**config.mk**
```make
export PLATFORM = sky130hd
export DESIGN_NAME = altsyncram_arbiter
export DESIGN_NICKNAME = d
export VERILOG_FILES = /design/src/rtl/altsyncram_arbiter_pkg.sv /design/src/rtl/altsyncram_rr_arb2.sv /design/src/rtl/altsyncram_arbiter.sv
export SDC_FILE = /design/constraint.sdc
export NUM_CORES = 1
export LEC_CHECK = 0
export CORE_ASPECT_RATIO = 0.75
export CORE_UTILIZATION = 25
export CTS_CLUSTER_DIAMETER = 80
export DETAILED_ROUTE_END_ITERATION = 6
export MAX_ROUTING_LAYER = met4
export PLACE_DENSITY = 0.76
export RECOVER_POWER = 100
export SLEW_MARGIN = 20
export SYNTH_ARGS = -nofsm -noshare
export SYNTH_HDL_FRONTEND = slang
export SYNTH_SLANG_ARGS = --single-unit
```
**constraint.sdc**
```tcl
create_clock -name clk -period 1.6 [get_ports clk]
set_input_delay 0.16 -clock clk [delete_from_list [all_inputs] [get_ports clk]]
set_output_delay 0.16 -clock clk [all_outputs]
set_load 0.05 [all_outputs]
```
**src/rtl/altsyncram_arbiter_pkg.sv**
```systemverilog
// Shared types for the two-requester single-port altsyncram arbiter.
// Struct field widths bound the ADDR_W/DATA_W range the arbiter is built for.
package altsyncram_arbiter_pkg;

  localparam int ARB_ADDR_W = 10;
  localparam int ARB_DATA_W = 32;
  localparam int ARB_BE_W   = ARB_DATA_W / 8;

  typedef enum logic {INIT, RUN} state_t;

  typedef struct packed {
    logic                  we;
    logic [ARB_ADDR_W-1:0] addr;
    logic [ARB_BE_W-1:0]   be;
    logic [ARB_DATA_W-1:0] wdata;
  } ram_req_t;

  typedef struct packed {
    logic vld;
    logic id;
  } rsp_tok_t;

endpackage

```
**src/rtl/altsyncram_rr_arb2.sv**
```systemverilog
// Two-way round-robin grant with its own priority pointer.
// Latency: grant is combinational from req; pointer updates at the grant edge.
// Backpressure: en=0 withholds every grant and freezes the pointer.
module altsyncram_rr_arb2 (
  input  logic       clk,
  input  logic       rst_n,
  input  logic       en,
  input  logic [1:0] req,
  output logic [1:0] grant
);

  logic rr_ptr;

  always_comb begin
    grant = 2'b00;
    if (en) begin
      case (req)
        2'b01:   grant = 2'b01;
        2'b10:   grant = 2'b10;
        2'b11:   grant = rr_ptr ? 2'b10 : 2'b01;
        default: grant = 2'b00;
      endcase
    end
  end

  // Point at the requester that was not just served.
  always_ff @(posedge clk or negedge rst_n) begin
    if (!rst_n) begin
      rr_ptr <= 1'b0;
    end else if (|grant) begin
      rr_ptr <= grant[0];
    end
  end

endmodule

```
**src/rtl/altsyncram_arbiter.sv**
```systemverilog
// Shares port A of a single-port altsyncram between two requesters, with optional clear sweep.
// Latency: request to RAM is combinational; read data returns RD_LATENCY cycles after accept.
// Backpressure: req_ready only while running and granted; responses cannot be stalled.
module altsyncram_arbiter
  import altsyncram_arbiter_pkg::*;
#(
  parameter int                ADDR_W     = ARB_ADDR_W,
  parameter int                DATA_W     = ARB_DATA_W,
  parameter int                NUMWORDS   = 1024,
  parameter int                RD_LATENCY = 1,
  parameter bit                INIT_CLEAR = 1'b1,
  parameter logic [DATA_W-1:0] INIT_VALUE = '0
) (
  input  logic                    clk,
  input  logic                    rst_n,
  input  logic [1:0]              req_valid,
  output logic [1:0]              req_ready,
  input  logic [1:0]              req_we,
  input  logic [2*ADDR_W-1:0]     req_addr,
  input  logic [2*(DATA_W/8)-1:0] req_be,
  input  logic [2*DATA_W-1:0]     req_wdata,
  output logic [1:0]              rsp_valid,
  output logic [DATA_W-1:0]       rsp_rdata,
  output logic [ADDR_W-1:0]       ram_address,
  output logic [DATA_W/8-1:0]     ram_byteena,
  output logic                    ram_wren,
  output logic                    ram_rden,
  output logic [DATA_W-1:0]       ram_data,
  input  logic [DATA_W-1:0]       ram_q,
  output logic                    init_busy
);

  localparam int                BE_W      = DATA_W / 8;
  localparam logic [ADDR_W-1:0] LAST_ADDR = ADDR_W'(NUMWORDS - 1);

  state_t            state, state_nxt;
  logic [ADDR_W-1:0] init_cnt;
  logic [1:0]        grant;
  logic              run;
  ram_req_t          req [2];
  ram_req_t          sel;
  rsp_tok_t          pipe [RD_LATENCY];
  rsp_tok_t          tok_in, tok_out;

  assign run       = (state == RUN);
  assign init_busy = (state == INIT);

  always_comb begin
    for (int i = 0; i < 2; i++) begin
      req[i].we    = req_we[i];
      req[i].addr  = ARB_ADDR_W'(req_addr[i*ADDR_W +: ADDR_W]);
      req[i].be    = ARB_BE_W'(req_be[i*BE_W +: BE_W]);
      req[i].wdata = ARB_DATA_W'(req_wdata[i*DATA_W +: DATA_W]);
    end
  end

  altsyncram_rr_arb2 u_rr_arb2 (
    .clk   (clk),
    .rst_n (rst_n),
    .en    (run),
    .req   (req_valid),
    .grant (grant)
  );

  assign req_ready = grant;
  assign sel       = grant[1] ? req[1] : req[0];

  always_ff @(posedge clk or negedge rst_n) begin
    if (!rst_n) begin
      state    <= INIT_CLEAR ? INIT : RUN;
      init_cnt <= '0;
    end else begin
      state <= state_nxt;
      if (state == INIT) begin
        init_cnt <= init_cnt + 1'b1;
      end
    end
  end

  always_comb begin
    state_nxt   = state;
    ram_address = '0;
    ram_byteena = '0;
    ram_wren    = 1'b0;
    ram_rden    = 1'b0;
    ram_data    = '0;
    tok_in      = '0;
    if (state == INIT) begin
      ram_address = init_cnt;
      ram_byteena = '1;
      ram_wren    = 1'b1;
      ram_data    = INIT_VALUE;
      if (init_cnt == LAST_ADDR) begin
        state_nxt = RUN;
      end
    end else if (|grant) begin
      ram_address = sel.addr[ADDR_W-1:0];
      if (sel.we) begin
        ram_wren    = 1'b1;
        ram_byteena = sel.be[BE_W-1:0];
        ram_data    = sel.wdata[DATA_W-1:0];
      end else begin
        ram_rden    = 1'b1;
        ram_byteena = '1;
        tok_in.vld  = 1'b1;
        tok_in.id   = grant[1];
      end
    end
  end

  // Token delay line tracks the RAM read latency so q and its owner line up.
  always_ff @(posedge clk or negedge rst_n) begin
    if (!rst_n) begin
      for (int i = 0; i < RD_LATENCY; i++) begin
        pipe[i] <= '0;
      end
    end else begin
      pipe[0] <= tok_in;
      for (int i = 1; i < RD_LATENCY; i++) begin
        pipe[i] <= pipe[i-1];
      end
    end
  end

  assign tok_out = pipe[RD_LATENCY-1];

  always_comb begin
    rsp_valid = 2'b00;
    rsp_rdata = '0;
    if (tok_out.vld && run) begin
      rsp_valid = tok_out.id ? 2'b10 : 2'b01;
      rsp_rdata = ram_q;
    end
  end

endmodule
```
==> flow_summary.rst <==
.. list-table::
   :header-rows: 1

   * - Metric
     - Value
   * - Pre-CTS WS
     - -339 ps
   * - Post-Synthesis Net Count
     - 389
   * - Std cell rows
     - 25
   * - Min cycle time layout
     - 1920 ps
   * - Measured slew at the worst slew-check pin
     - 787 ps
   * - Clock transition at the register clock pins on the worst setup and hold paths after CTS
     - 60 ps
   * - Per-instance average area after synthesis
     - 6.62 µm²
   * - Number of port buffers
     - 214
   * - Worst max-slew margin expressed relative to the limit
     - 47.5%
   * - Element type at the critical path end
     - output port
   * - Min Hold Slack
     - 500 ps
   * - Category of the most critical setup path
     - flip-flop to output port
   * - Endpoint of the lowest-slack register-to-register path
     - init_cnt[5]
   * - Netlist cell types
     - 31
   * - H-tree levels
     - 1
   * - Initial antenna violation count
     - 0
   * - Required time of the critical path
     - 1440 ps
   * - Max Root-Sink Buffers
     - 2
   * - Vias post-DR
     - 2,967
   * - Post-Syn Area
     - 0.00171 mm²
   * - Die Wd
     - 97.4 µm
   * - Share of post-route cells with drive strength above 1
     - 38.2%
   * - Global placer's final weighted congestion
     - 0.817
   * - Number of synthesized flops with an enable pin
     - 0
   * - Worst reg-to-reg setup slack
     - -100 ps
   * - Maximum number of pins on one net before global-route repair
     - 43
   * - Routed wire length per instance
     - 18.5 µm
   * - Global-route total usage across every layer
     - 26.3%
   * - Proportion of register bits with asynchronous set or reset after synthesis
     - 100%
   * - First-pass iteration count of the detailed router
     - 4
   * - Unrepaired setup endpoints after global routing
     - true
   * - Commonest cells after routing, fill and taps aside
     - 126 x sky130_fd_sc_hd__clkdlybuf4s50_1, 89 x sky130_fd_sc_hd__buf_12, 45 x sky130_fd_sc_hd__nand2_1, 43 x sky130_fd_sc_hd__nand3_1, 33 x sky130_fd_sc_hd__and3_1
   * - Data arrival time of the critical path
     - 1760 ps
   * - Post-synthesis register bit count
     - 14
   * - Register area share after synthesis
     - 20.5%
   * - CTS tree
     - yes
   * - Cells on worst reg2reg path
     - 6
   * - Clock buffers created by TritonCTS
     - 3
   * - Core footprint
     - 0.00644 mm²
   * - Layout overhead on the synthesized area
     - 230%
   * - Synth Flop Type
     - sky130_fd_sc_hd__dfrtp_1
   * - DRC marker count from the first detailed-route iteration
     - 108
   * - Effective utilization at floorplan
     - 26.5%
   * - Number of diodes
     - 0
   * - Clock network latency to the later pin of the worst-skew pair
     - 250 ps
   * - Vias in the first global route
     - 2,970
   * - Type of element launching the critical path
     - flip-flop
   * - Max-slew violation count
     - 0
   * - Result of the run
     - finished with violations
   * - Post-route non-filler standard cell count
     - 568
   * - Worst min-delay path class
     - input pin to asynchronous set/reset pin
   * - Crit-path max FO
     - 12
   * - Net count reported at finish
     - 619
   * - Power per standard cell area
     - 186 mW/mm²
   * - R2R Path Start
     - run
   * - Final Setup Violations
     - 54
   * - Die Y
     - 73.6 µm
   * - Post-route antenna net violation count
     - 0
   * - DP Wirelength
     - 7.74 mm
   * - Setup skew after layout
     - 7.38 ps
   * - Most common library cell in the layout ignoring fill and taps
     - sky130_fd_sc_hd__clkdlybuf4s50_1
   * - Via-per-instance ratio
     - 5.22
   * - Total global routing overflow
     - 0
   * - Hold Violations, Final
     - 0
   * - Synthesis warning total
     - 0
   * - Worst path setup slack after routing
     - -318 ps
   * - Highest achievable clock rate
     - 0.521 GHz
   * - Number of ports placed on the die boundary
     - 215
   * - Total Negative Setup Slacks
     - -13,300 ps
   * - Global-route wire length before repair
     - 14.7 mm
   * - Final clock period utilization by the worst path
     - 120%
   * - Peak supply drop
     - 0.000243 V
   * - Count of mapped cells out of synthesis
     - 258
   * - Final wirelength
     - 10.5 mm
   * - Clock tree root driver cell
     - sky130_fd_sc_hd__clkbuf_8
   * - Number of DRC violations after detailed routing
     - 0
   * - Post-Place Cells
     - 550
   * - Violations in the final reports
     - negative setup slack
   * - Clock sinks
     - 14
   * - Die footprint
     - 0.00717 mm²
   * - Maximum capacitance violations
     - 0
   * - Hold buffer count at cts
     - 0
   * - Standby leakage power
     - 2.08 nW
   * - Final core area utilization
     - 87.5%
-- synthesized netlist by cell type (2+ instances only) --
| cell | count | share of area [%] |
|---|---|---|
| sky130_fd_sc_hd__buf_6 | 2 | 1.3 |
| sky130_fd_sc_hd__nand3_1 | 49 | 14 |
| sky130_fd_sc_hd__clkbuf_1 | 9 | 2.0 |
| sky130_fd_sc_hd__o211ai_1 | 4 | 1.8 |
| sky130_fd_sc_hd__inv_1 | 5 | 1.1 |
| sky130_fd_sc_hd__nand4_1 | 3 | 1.1 |
| sky130_fd_sc_hd__dfrtp_1 | 14 | 21 |
| sky130_fd_sc_hd__and3_1 | 39 | 14 |
| sky130_fd_sc_hd__nor2_1 | 6 | 1.3 |
| sky130_fd_sc_hd__a21oi_1 | 33 | 9.7 |
| sky130_fd_sc_hd__a221o_1 | 5 | 2.9 |
| sky130_fd_sc_hd__nor2b_1 | 2 | 0.73 |
| sky130_fd_sc_hd__buf_4 | 8 | 3.5 |
| sky130_fd_sc_hd__nand2_1 | 48 | 11 |
| sky130_fd_sc_hd__xnor2_1 | 9 | 4.6 |
| sky130_fd_sc_hd__buf_2 | 7 | 2.1 |
-- area by class of cell --
| type | count | area [µm²] |
|---|---|---|
| repair buffers | 252 | 3440 |
| flip-flops and latches | 14 | 352 |
| fillers | 301 | 805 |
| multi-input cells | 211 | 1670 |
| well taps | 81 | 101 |
| inverters | 6 | 27.5 |
| clock buffers | 4 | 55.1 |
-- critical path, cell delays in order, from the launching register on --
cell and delay (ps):
sky130_fd_sc_hd__dfrtp_1 380, sky130_fd_sc_hd__buf_4 150, sky130_fd_sc_hd__nand2_2 100, sky130_fd_sc_hd__nand3_2 90, sky130_fd_sc_hd__a21o_4 290, sky130_fd_sc_hd__buf_12 180, sky130_fd_sc_hd__a21oi_4 150, sky130_fd_sc_hd__buf_12 150
-- what timing repair did --
item,in CTS,in global routing
setup buffers,3,6
gates resized for setup,17,30
gates cloned,0,5
pin swaps,11,3
endpoints found under the hold margin,0,0
setup endpoints to repair,53,79
-- power by group --
group          leakage (nW)  internal [mW]  switching, mW  total (mW)
sequential            0.179          0.354              0       0.354
clock                0.0288          0.218          0.123       0.341
combinational          1.87          0.283         0.0719       0.354
-- flip-flops by register name (all words and copies together), names as in the netlist --
register,count
init_cnt,10
pipe,2
run,1
u_rr_arb2.rr_ptr,1
-- logic make-up (layout without fill, tap and decap cells) --
logic type / after synthesis / count (layout) / share of synthesized area (%)
AO/OA/AOI/OAI: 48 / 48 / 17.2
XOR/XNOR: 9 / 9 / 4.62
adder cells (fa/ha/maj): 1 / 1 / 0.732
buffers and inverters: 33 / 262 / 10.6
flip-flops: 14 / 14 / 20.5
multiplexers: 1 / 1 / 0.659
AND/OR/NAND/NOR: 152 / 152 / 45.6
-- worst max-delay path by stage --
stage          cells past startpoint              from  slack [ps]        endpoint
2_1_floorplan                      4               run        -100  ram_address[5]
3_5_place_dp                       8      req_valid[0]        -340    ram_data[30]
5_1_grt                            7  u_rr_arb2.rr_ptr        -370    ram_data[20]
3_3_place_gp                       8      req_valid[0]        -290    ram_data[30]
4_1_cts                            6  u_rr_arb2.rr_ptr        -270     ram_data[2]
6_report                           7  u_rr_arb2.rr_ptr        -320    ram_data[24]
-- stage by stage --
step	total power, mW	area [µm²]
after floorplan	0.370	2110
after global placement	0.699	5230
after detailed placement	0.707	5230
after CTS	1.05	5370
after global routing	1.09	5640
final	1.05	5640
-- routing by layer --
layer	up-vias	global-route usage (%)	wire (µm)
li1	1372	-	-
met1	1420	28.8	4050
met2	161	50.7	5640
met3	14	3.81	644
met4	0	6.86	178
met5	-	-	0
(Power assumes the default switching activity.)
==> variant 1: new RTL, same flow settings <==
The package constant `ARB_DATA_W` goes from 32 to 28.
--- a/src/rtl/altsyncram_arbiter_pkg.sv
+++ b/src/rtl/altsyncram_arbiter_pkg.sv
@@ -4,5 +4,5 @@
 
   localparam int ARB_ADDR_W = 10;
-  localparam int ARB_DATA_W = 32;
+  localparam int ARB_DATA_W = 28;
   localparam int ARB_BE_W   = ARB_DATA_W / 8;
 
Ports: changed (6 resized); port bits go from 215 to 192. No check against the original RTL was run, so the function may have changed too.
==> variant 1 against the original RTL <==
- the run still ends with negative setup slack left
- sequential share of layout area grew 0.39 points
- cell area shrank 5.9%
- routed wire length fell by 4.8%
- power down 5.9%
- hold slack got worse by 0.24 ns
- synthesized area down 3.8%
- sequential cell count unchanged
- worst setup slack improved by 0.023 ns
- largest power group unchanged
==> variant 1: results (changes against the original RTL) <==
status=finished, violations left; failing checks=negative setup slack; routed via count=2753 (-7.2%); # port buffers=191 (-11%); maximum number of pins on one net before global-route repair=56 (+30%); Overall Global Routing Usage=0.261 (-0.00208); Final Skew=0.00856 ns (+0.00118 ns); drt wl/cell=19.0 um (+2.6%); worst slew pin tran=0.431 ns (-0.356 ns); worst endpoint data arrival time=1.73 ns (-0.03 ns); share of layout cells above drive strength 1=0.428 (+0.0463); Inst Count DP=504 (-8.4%); Mapped Nets=353 (-9.3%); Final Worst Setup Slack=-0.295 ns (+0.0230 ns); ranking of synthesized cells by area=dfrtp_1, and3_1, nand3_1; VDD IR max=289 uV (+19%); Finished Layout Cells=527 (-7.2%); half-perimeter wire length after placement=6490 um (-16%); final setup violation count=72 (+33%); cells after synthesis=236 (-8.5%); global-route wire length before repair=13600 um (-7.2%); Worst R2R Path Depth=5 (-1); leakage=1.91 nW (-8.2%); GP Congestion=0.815 (-0.33%); Area after DPL=0.00464 mm2 (-11%)
-- variant 1: cell types whose count changed after synthesis, moves of 3 or more --
| cell | delta |
|---|---|
| clkbuf_1 | -3 |
| a21oi_2 | +10 |
| nand2_1 | -5 |
| a21oi_1 | -14 |
| buf_6 | +3 |
| buf_4 | -4 |
| nand3_1 | -6 |
| and3_1 | -4 |
-- variant 1: power breakdown --
part / total (mW) / switching [mW] / internal, mW / leakage, nW
logic: 0.329 / 0.0738 / 0.255 / 1.70
registers: 0.354 / 0 / 0.354 / 0.179
clock network: 0.306 / 0.129 / 0.176 / 0.0228
-- variant 1: worst paths after layout --
check,to,slack [ns]
max reg2reg,init_cnt[7],0.03
min in group clk,init_cnt[2],0.52
min reg2reg,init_cnt[2],0.52
min,init_cnt[0],0.26
max,ram_address[1],-0.29
max in group asynchronous,init_cnt[7],0.67
-- variant 1: layout make-up --
| cell class | count | area [um2] |
|---|---|---|
| repair buffers | 229 | 3180 |
| multi-input cells | 193 | 1610 |
| fillers | 327 | 1010 |
| flip-flops and latches | 14 | 352 |
| well taps | 81 | 101 |
| clock buffers | 4 | 45.0 |
| inverters | 6 | 27.5 |
-- variant 1: cells by family after synthesis --
| kind of cell | after synthesis | synth area share |
|---|---|---|
| XOR/XNOR | 9 | 0.0480 |
| adder cells (fa/ha/maj) | 1 | 0.00761 |
| flip-flops | 14 | 0.213 |
| buffers and inverters | 30 | 0.107 |
| AND/OR/NAND/NOR | 137 | 0.428 |
| multiplexers | 1 | 0.00685 |
| AO/OA/AOI/OAI | 44 | 0.190 |
-- variant 1: what timing repair did --
| action | CTS | global route |
|---|---|---|
| gates resized for setup | 44 | 38 |
| gates cloned | 3 | 4 |
| setup buffers | 7 | 5 |
| setup endpoints to repair | 43 | 53 |
| pin swaps | 14 | 6 |
-- variant 1: metal layers --
| metal | wire length (um) | GRT usage |
|---|---|---|
| met5 | 0 | - |
| met4 | 214 | 0.0896 |
| met3 | 721 | 0.0472 |
| met2 | 5410 | 0.484 |
| met1 | 3670 | 0.279 |
-- variant 1: worst max-delay path, cell delays in order, from the launching register on --
cell	delay (ns)
dfrtp_1	0.39
nand2b_4	0.18
nand3_4	0.14
buf_6	0.18
and3_4	0.14
a221o_1	0.30
buf_12	0.16
==> variant 2: new RTL, same settings <==
Made on the original files. Reset style: synchronous (`rst_n`), changed in 3 clocked blocks.
--- a/src/rtl/altsyncram_rr_arb2.sv
+++ b/src/rtl/altsyncram_rr_arb2.sv
@@ -25,5 +25,5 @@
 
   // Point at the requester that was not just served.
-  always_ff @(posedge clk or negedge rst_n) begin
+  always_ff @(posedge clk) begin
     if (!rst_n) begin
       rr_ptr <= 1'b0;
--- a/src/rtl/altsyncram_arbiter.sv
+++ b/src/rtl/altsyncram_arbiter.sv
@@ -66,5 +66,5 @@
   assign sel       = grant[1] ? req[1] : req[0];
 
-  always_ff @(posedge clk or negedge rst_n) begin
+  always_ff @(posedge clk) begin
     if (!rst_n) begin
       state    <= INIT_CLEAR ? INIT : RUN;
@@ -110,5 +110,5 @@
 
   // Token delay line tracks the RAM read latency so q and its owner line up.
-  always_ff @(posedge clk or negedge rst_n) begin
+  always_ff @(posedge clk) begin
     if (!rst_n) begin
       for (int i = 0; i < RD_LATENCY; i++) begin
Formal check against the unedited RTL: differs if rst_n is asserted again (counterexample within 4 cycles, from zero or initial values and one cycle with rst_n low); with rst_n held inactive, the same outputs for 10 cycles.
==> variant 2 against the original RTL <==
- the run still ends with negative setup slack left
- via count up 10%
- cell area grew 12%
- worst setup slack better by 0.017 ns
- first-iteration DRC count rose by 22%
- non-clock buffer count is 6 higher
- clock skew is 0.0055 ns lower
- sequential cell count is the same
- power up 46%
- routed wire length up 9.2%
- global-route usage fell by 3.1 points
- synthesized area grew 27%
==> variant 2: results (changes against the original RTL) <==
status=finished, violations left; failing checks=negative setup slack; leakage=2.16 nW (+3.8%); Final Worst Setup Slack=-0.301 ns (+0.0169 ns); Inst Count DP=597 (+8.5%); Worst R2R Path Depth=5 (-1); Mapped Nets=417 (+7.2%); Fillers=557 (+85%); fin nets=639 (+3.2%); worst slew pin tran=0.440 ns (-0.348 ns); CP max stage delay=0.33 ns (-0.05 ns); Seq/Total Area, Yosys=0.129 (-0.0757); Async S/R FF share, synth=0 (-1.00); 1st-iter DRT viols=132 (+22%); final setup violation count=49 (-9.3%); Commonest cells post-synth=nand3_1, and3_1, o211ai_1; worst endpoint data arrival time=1.74 ns (-0.02 ns); routed via count=3266 (+10%); slowest CP cell=dfxtp_2; Yosys top cell area share=0.168 (-0.0376); maximum number of pins on one net before global-route repair=35 (-19%); Overall Global Routing Usage=0.232 (-0.0313); GP Congestion=0.768 (-6.0%); worst hold-check path type=register to register; Final Skew=0.00188 ns (-0.00550 ns); CP Max Fanout=9 (-3); r2r setup slk=0.09 ns (+0.19 ns); Root Driver=clkbuf_16; cells after synthesis=286 (+11%); R2R Path End=init_cnt[9]; worst r2r src=run
-- variant 2: worst max path at each step --
stage | slack [ns] | cells past startpoint | start | end
after floorplan | -0.16 | 5 | run | ram_data[0]
after global placement | -0.32 | 6 | req_valid[1] | ram_data[26]
after detailed placement | -0.36 | 6 | req_valid[0] | ram_data[8]
after CTS | -0.30 | 6 | u_rr_arb2.rr_ptr | ram_address[6]
after global routing | -0.35 | 6 | u_rr_arb2.rr_ptr | ram_data[8]
final | -0.30 | 6 | u_rr_arb2.rr_ptr | ram_data[8]
-- variant 2: timing repair --
item	CTS	global route
gates cloned	1	5
pin swaps	17	18
setup buffers	5	4
gates resized for setup	19	37
endpoints found under the setup margin	74	83
hold buffers	0	0
-- variant 2: critical path: cells and delay by family (launching register included) --
| family | cells | cell delay (ns) |
|---|---|---|
| AOI/OAI and AO/OA | 2 | 0.42 |
| buffers and inverters | 3 | 0.46 |
| DFF | 1 | 0.33 |
| and+or+nand+nor | 1 | 0.27 |
-- variant 2: cell families after synthesis --
group / synth area share
flip-flops: 0.129
AND/OR/NAND/NOR: 0.303
AO/OA/AOI/OAI: 0.415
XOR/XNOR: 0.0162
buffers and inverters: 0.121
adder cells (fa/ha/maj): 0.00578
multiplexers: 0.00924
-- variant 2: final cells by class --
cell class / instances / area, um2 / area share
repair buffers: 258 / 3560 / 0.567
multi-input cells: 222 / 2180 / 0.347
flip-flops and latches: 14 / 285 / 0.0453
well taps: 108 / 135 / 0.0215
clock buffers: 4 / 88.8 / 0.0141
inverters: 9 / 35.0 / 0.00557
-- variant 2: layer usage --
metal,wire [um],GRT usage,vias up
li1,-,-,1534
met1,4900,0.297,1598
met2,5860,0.396,124
met3,641,0.0345,10
met4,93,0.0373,0
met5,0,-,-
-- variant 2: power breakdown --
group	switching, mW	internal (mW)	total, mW
Sequential	0.0129	0.355	0.368
Combinational	0.226	0.406	0.633
Clock	0.151	0.379	0.530
Total	0.390	1.14	1.53
-- variant 2: per-stage QoR --
step	setup WS, ns	hold WS [ns]
5_1_grt	-0.345	0.516
3_3_place_gp	-0.325	0.467
3_5_place_dp	-0.358	0.470
6_report	-0.301	0.498
2_1_floorplan	-0.157	0.306
4_1_cts	-0.300	0.485
